**src/rtl/piso_serializer_pkg.sv**
```systemverilog
// Shared constants for the parallel-in serial-out serializer: FSM state encodings,
// the serial line idle level and a counter-width helper.
package piso_serializer_pkg;

  typedef enum logic [1:0] {
    IDLE  = 2'd0,
    START = 2'd1,
    DATA  = 2'd2,
    STOP  = 2'd3
  } state_t;

  localparam logic LINE_IDLE = 1'b1;

  // Width needed to hold 0..n-1, never less than one bit so n=1 stays legal.
  function automatic int width_of(input int n);
    return (n > 1) ? $clog2(n) : 1;
  endfunction

endpackage

```
**src/rtl/piso_serializer_bit_timer.sv**
```systemverilog
// Bit-period timer: counts 0..DIV-1 and wraps, tick is high during count DIV-1.
// Held at zero while clr or R is asserted, so the first period after clear is a full DIV cycles.
module bit_timer
  import piso_serializer_pkg::*;
#(
  parameter int DIV = 4
) (
  input  logic C,
  input  logic R,
  input  logic clr,
  output logic tick
);

  localparam int CW = width_of(DIV);

  logic [CW-1:0] cnt;

  assign tick = (cnt == CW'(DIV - 1));

  always_ff @(posedge C) begin
    if (R || clr) begin
      cnt <= '0;
    end else if (tick) begin
      cnt <= '0;
    end else begin
      cnt <= cnt + 1'b1;
    end
  end

endmodule

```
**src/rtl/piso_serializer.sv**
```systemverilog
// UART-style serializer: start bit 0, WIDTH data bits LSB first, stop bit 1, DIV cycles per bit.
// Q is registered; Rdy is high only in IDLE, and a word offered while busy is ignored.
module piso_serializer
  import piso_serializer_pkg::*;
#(
  parameter int WIDTH = 8,
  parameter int DIV   = 4
) (
  input  logic             C,
  input  logic             R,
  input  logic [WIDTH-1:0] D,
  input  logic             V,
  output logic             Rdy,
  output logic             Q,
  output logic             Busy
);

  localparam int IW = width_of(WIDTH);

  state_t           state_q, state_d;
  logic [WIDTH-1:0] sh_q, sh_d;
  logic [IW-1:0]    idx_q, idx_d;
  logic             q_q, q_d;
  logic             clr;
  logic             tick;

  bit_timer #(.DIV(DIV)) u_timer (
    .C    (C),
    .R    (R),
    .clr  (clr),
    .tick (tick)
  );

  always_ff @(posedge C) begin
    if (R) begin
      state_q <= IDLE;
      sh_q    <= '0;
      idx_q   <= '0;
      q_q     <= LINE_IDLE;
    end else begin
      state_q <= state_d;
      sh_q    <= sh_d;
      idx_q   <= idx_d;
      q_q     <= q_d;
    end
  end

  // Q is computed one cycle ahead so the registered line changes on the same edge as the state.
  always_comb begin
    state_d = state_q;
    sh_d    = sh_q;
    idx_d   = idx_q;
    q_d     = q_q;
    clr     = 1'b0;
    case (state_q)
      IDLE: begin
        clr = 1'b1;
        q_d = LINE_IDLE;
        if (V) begin
          sh_d    = D;
          idx_d   = '0;
          state_d = START;
          q_d     = 1'b0;
        end
      end
      START: begin
        if (tick) begin
          state_d = DATA;
          idx_d   = '0;
          q_d     = sh_q[0];
        end
      end
      DATA: begin
        if (tick) begin
          if (idx_q == IW'(WIDTH - 1)) begin
            state_d = STOP;
            q_d     = LINE_IDLE;
          end else begin
            idx_d = idx_q + 1'b1;
            sh_d  = sh_q >> 1;
            q_d   = sh_d[0];
          end
        end
      end
      STOP: begin
        if (tick) begin
          state_d = IDLE;
          q_d     = LINE_IDLE;
        end
      end
      default: begin
        state_d = IDLE;
        q_d     = LINE_IDLE;
      end
    endcase
  end

  assign Q    = q_q;
  assign Rdy  = (state_q == IDLE);
  assign Busy = (state_q != IDLE);

endmodule

```
**config.mk**
```make
export PLATFORM = sky130hd
export DESIGN_NAME = piso_serializer
export DESIGN_NICKNAME = d
export VERILOG_FILES = /design/src/rtl/piso_serializer_pkg.sv /design/src/rtl/piso_serializer_bit_timer.sv /design/src/rtl/piso_serializer.sv
export SDC_FILE = /design/constraint.sdc
export NUM_CORES = 1
export LEC_CHECK = 0
export CORE_ASPECT_RATIO = 1.2
export CORE_MARGIN = 3
export CORE_UTILIZATION = 25
export DETAILED_ROUTE_END_ITERATION = 10
export GPL_TIMING_DRIVEN = 0
export PLACE_DENSITY_LB_ADDON = 0.3
export SLEW_MARGIN = 20
export SYNTH_ARGS = -nofsm -noshare
export SYNTH_HDL_FRONTEND = slang
export SYNTH_SLANG_ARGS = --single-unit
```
**constraint.sdc**
```tcl
create_clock -name C -period 1.96 [get_ports C]
set_input_delay 0.294 -clock C [delete_from_list [all_inputs] [get_ports C]]
set_output_delay 0.294 -clock C [all_outputs]
set_load 0.01 [all_outputs]
```
# --- After elaboration in Yosys (flattened, before gate mapping) ---
# Index checks and enable logic that the tools add are counted.
word_totals:
  output_inout_bits: 3
  mem_bits_rw: 0
  in_bits: 11
  latch_bits: 0
  ff_bits: 16
  elab_cells: 50
  memories: 0
  romBits: 0
classes:
  n_mul: 0
  add_sub_neg: 2
  n_shift: 0
  reduce_logical: 10
  n_eq_ne: 11
  order_cmp: 0
  n_div: 0
  muxes: 22
  n_bitwise: 0
ops:
  columns: ["op", "n"]
  rows:
  - ["$mux 8", 3]
  - ["$pmux 8 s2", 1]
  - ["$mux 3", 4]
  - ["$ne 2x2->1 const B", 6]
  - ["$mux 2", 5]
  - ["$reduce_and 5->1", 2]
  - ["$pmux 3 s3", 1]
  - ["$pmux 2 s4", 1]
  - ["$eq 2x2->1 const B", 3]
  - ["$mux 1", 6]
  - ["$pmux 1 s4", 1]
  - ["$reduce_and 4->1", 1]
  - ["$reduce_bool 2->1", 2]
  - ["$add 3x1->3 const B", 1]
  - ["$eq 3x3->1 const B", 1]
  - ["$reduce_and 3->1", 1]
  - ["$reduce_bool 3->1", 1]
  - ["$add 2x1->2 const B", 1]
  - ["$eq 2x1->1 const B", 1]
  - ["$logic_not 2->1", 1]
  - ["$reduce_or 2->1", 1]
  - ["$logic_or 1x1->1", 1]

# --- Logic depth before layout (Yosys ltp) ---
logic_depth:
  depth_word: 4
  mapped_depth: 7
  mapped_depth_nobuf: 6

# --- Cells and area by module ---
# Synthesis repeated with hierarchy kept, for this count alone.
hier_totals:
  cells_unflattened: 90
  hier_area_um2: 870.8
by_module_without_submodules:
  columns: ["mod", "cells_per_inst", "seq_area_each_um2", "n_inst", "area_per_inst_um2"]
  rows:
  - ["piso_serializer", 85, 280.3, 1, 790.8]
  - ["bit_timer", 5, 40.0, 1, 80.1]

# --- Worst setup path before layout ---
# No wires, ideal clock.
synth_path:
  kind: "reg2reg"
  from: "register state_q[0]"
  to: "register idx_q[0]"
  slack_ns: 0.393
  t_arrival_ns: 1.497
  path_stages_with_launch: 7
  n_path_buf: 0
  setup_ns: 0.070
  required_ns: 1.890
  period_less_slack_ns: 1.567
  path_cell_list: "dfxtp_1 inv_1 ha_1 nand2b_1 o211ai_2 or4_1 a21oi_1"
synth_via:
  elab_chain_cells: 3
  word_cells_on_any_way: 10
  cone_classes: "6 x eq/ne; 1 x mux; 3 x reduce/logical"
synth_lines:
  columns: ["item", "line", "source"]
  rows:
  - ["from (decl)", "piso_serializer.sv:20", "state_t state_q, state_d;"]
  - ["from (signal assigned)", "piso_serializer.sv:41", "state_q <= state_d;"]
  - ["$logic_not 2->1 *", null, null]
  - ["named net Rdy", "piso_serializer.sv:13", "output logic Rdy,"]
  - ["$ne 2x2->1 (no line) or $reduce_bool 3->1 (tied branches)", null, null]
  - ["$reduce_and 5->1 (no line)", null, null]
  - ["to (signal assigned)", "piso_serializer.sv:43", "idx_q <= idx_d;"]
  - ["to (decl)", "piso_serializer.sv:22", "logic [IW-1:0] idx_q, idx_d;"]
# The timed path passes the listed nets; every way through them passes the cells marked *.
# A chain may end at the register's enable or synchronous reset.

# --- Worst setup path in the final report ---
layout_path:
  from: "register state_q[0]"
  to: "output port Rdy"
layout_via:
  elab_chain_cells: 1
layout_lines:
  columns: ["item", "line", "source"]
  rows:
  - ["$logic_not 2->1", "piso_serializer.sv:99", "assign Rdy = (state_q == IDLE);"]
  - ["to (decl)", "piso_serializer.sv:13", null]
# Every way passes these cells.

==> impl_metrics.tcl <==
set metrics [dict create \
    status "finished, final reports clean" \
    start_util 0.271 \
    core_mm2 0.00317 \
    rsz0062_at_grt "false" \
    dieWidth_um 59.5 \
    crit_chain "inv_1 > ha_2 > clkdlybuf4s50_1" \
    clockBufferDepth 2 \
    cts_tree "yes" \
    fmax_mhz 548 \
    dr.first_iter.drc_count 13 \
    startpoint_type "flop" \
    grt_pass1_wl_um 2950 \
    critPathSlowestCell "clkdlybuf4s50_1" \
    die_area_mm2 0.00418 \
    syn_to_final_growth_pct 22.4 \
    num_antenna_cells 0 \
    crit_fanout 8 \
    avgSynthCellArea_um2 9.75 \
    port_buffers 12 \
    synth_nets 107 \
    final_antenna_net_count 0 \
    cp.required_ps 1670 \
    ir_drop_uv 478 \
    setup_viol_count_final 0 \
    drc 0 \
    drv_cap 0 \
    multiInputGateArea_um2 490 \
    hp-class "input port to flop" \
    finalHoldViolCount 0 \
    netlist_instances 88 \
    ys_types 29 \
    arrival_ps 1530 \
    synth_area_um2 858 \
    leakage_nw 0.416 \
    firstDrtPassIters 4 \
    nets 124 \
    htreeDepth 1 \
    wl_per_cell_um 12.1 \
    path_buf_inv 2 \
    cts.sinks 16 \
    yosysSeqAreaShare 0.373 \
    vias 696 \
    skew_ps 1.08 \
    yosys_register_bits 16 \
    io_pins 14 \
    globalRouteOverflowTotal 0 \
    die_y_um 70.2 \
    antenna_found_initial 0 \
    gr-usage-all-layers 0.0895 \
    path_class "flop to output pin" \
    relSlewSlack 0.742 \
    pwr_density_cell_mw_per_mm2 1450 \
    power_w 0.00152 \
    cts_made_buffers 3 \
    routed_wl_um 1680 \
    slew_violations 0 \
    first_global_vias 666 \
    fill_cells 328 \
    tightest_slew_ps 387 \
    hpwl_um 1330 \
    seq_area_um2 323 \
    grt_max_degree 11 \
    placementRows 22 \
    synth-warning-count 0 \
    layout-drive-gt1-share 0.146 \
    cts_root_buf "clkbuf_4" \
    setup_tns_ps 0 \
    path_clk_slew_ps 90 \
    vias_per_cell 5.01 \
    critPathTopFamily "buffers and inverters" \
    fin_crit_sh 0.931 \
    min_period_ps 1830 \
    routabilityCongestion 0.751 \
    clkLatencyLatePin_ps 280 \
    cpPeakStageDelay_ps 560 \
    end_kind "output pin" \
]
## registers in the layout, indices dropped and copies added, names as in the netlist
name         count
u_timer.cnt      2
idx_q            3
state_q          2
Q                1
sh_q             8
## stage by stage
stage | setup slack [ps] | hold WS, ps | std cells | cell area [um2] | util
floorplan | 393 | 407 | 88 | 858 | -
global placement | 214 | 418 | 136 | 1020 | 0.323
detailed placement | 214 | 438 | 136 | 1020 | 0.323
CTS | 70.5 | 273 | 139 | 1050 | 0.331
global route | 23.9 | 299 | 139 | 1050 | 0.332
finish | 134 | 278 | 139 | 1050 | 0.332
## power by group
| group | switching [W] | internal, W | leakage, nW |
|---|---|---|---|
| Clock | 0.0000953 | 0.0000712 | 0.0138 |
| Sequential | 0.0000584 | 0.000433 | 0.132 |
| Combinational | 0.000451 | 0.000413 | 0.270 |
| Total | 0.000604 | 0.000917 | 0.416 |
## placed cells by master, fill, tap and decap left out
master | netlist | routed
o221ai_1 | 1 | 1
clkbuf_2 | 1 | 1
or4_1 | 1 | 1
inv_2 | 1 | 1
or2_4 | 1 | 1
a211oi_1 | 8 | 8
buf_4 | 1 | 1
a211o_1 | 1 | 1
nor3_1 | 1 | 1
a221oi_1 | 1 | 1
nor4b_1 | 1 | 1
nand4_1 | 2 | 2
nor2b_2 | 1 | 1
nand3_1 | 1 | 1
a21oi_1 | 4 | 4
clkbuf_4 | 0 | 3
nor2_1 | 10 | 10
inv_1 | 4 | 4
dfxtp_1 | 16 | 14
o21a_1 | 1 | 1
nor4_1 | 1 | 1
mux2i_1 | 9 | 9
o211a_1 | 1 | 1
ha_2 | 0 | 1
dfxtp_2 | 0 | 2
nand2b_1 | 3 | 3
o211ai_2 | 1 | 1
clkbuf_8 | 1 | 1
o21ai_0 | 5 | 5
buf_2 | 1 | 1
ha_1 | 8 | 7
clkdlybuf4s50_1 | 0 | 12
o211a_4 | 1 | 1
## Yosys cell counts
| library cell | number | area, um2 |
|---|---|---|
| dfxtp_1 | 16 | 320 |
| nor2_1 | 10 | 37.5 |
| mux2i_1 | 9 | 90.1 |
| a211oi_1 | 8 | 60.1 |
| ha_1 | 8 | 100 |
| o21ai_0 | 5 | 25.0 |
| a21oi_1 | 4 | 20.0 |
| inv_1 | 4 | 15.0 |
| nand2b_1 | 3 | 18.8 |
| nand4_1 | 2 | 12.5 |
| a211o_1 | 1 | 8.76 |
| a221oi_1 | 1 | 8.76 |
| buf_2 | 1 | 5.00 |
| buf_4 | 1 | 7.51 |
| clkbuf_2 | 1 | 5.00 |
| clkbuf_8 | 1 | 13.8 |
| inv_2 | 1 | 3.75 |
| nand3_1 | 1 | 5.00 |
| nor2b_2 | 1 | 8.76 |
| nor3_1 | 1 | 5.00 |
| nor4_1 | 1 | 6.26 |
| nor4b_1 | 1 | 8.76 |
| o211a_1 | 1 | 10.0 |
| o211a_4 | 1 | 17.5 |
| o211ai_2 | 1 | 12.5 |
| o21a_1 | 1 | 7.51 |
| o221ai_1 | 1 | 8.76 |
| or2_4 | 1 | 8.76 |
| or4_1 | 1 | 7.51 |
## cell families after synthesis
family                     Yosys count  synth area share
and+or+nand+nor                     22             0.138
AOI/OAI and AO/OA                   24             0.208
DFF                                 16             0.373
adders and majority gates            8             0.117
buffers and inverters                9            0.0583
muxes                                9             0.105
## worst paths after layout
check	from	end	slack, ps	cells after the start
max	state_q[0]	Rdy	130	3
min	R	sh_q[0]	280	2
max reg2reg	state_q[0]	sh_q[4]	320	6
min reg2reg	u_timer.cnt[0]	u_timer.cnt[0]	440	1
## worst reg2reg max path, delay by kind of cell (launching register included)
family / cells / cell delay, ps
adder cells (fa/ha/maj): 1 / 270
flip-flops: 1 / 360
buffers and inverters: 2 / 250
AO/OA/AOI/OAI: 2 / 390
AND/OR/NAND/NOR: 1 / 300
## area by class of cell
class                           instances  share of cell area
Inverter                                5              0.0179
Tap cell                               36              0.0429
Sequential cell                        16               0.307
Clock buffer                            3              0.0214
Buffer                                  4              0.0298
Multi-Input combinational cell         63               0.467
Timing Repair Buffer                   12               0.114
## routing by layer
metal | vias to the layer above | GRT usage | part of all wire
li1 | 356 | - | -
met1 | 324 | 0.109 | 0.45
met2 | 16 | 0.151 | 0.49
met3 | 0 | 0.0203 | 0.056
met4 | 0 | 0.0296 | 0
met5 | - | 0 | 0
## timing repair
item / CTS / global route
pin swaps: 0 / 0
hold buffers: 0 / 0
setup endpoints to repair: 1 / 1
buffers inserted: 0 / 0
gates resized for setup: 1 / 2
Note: power is estimated with default switching activity, not from simulation.
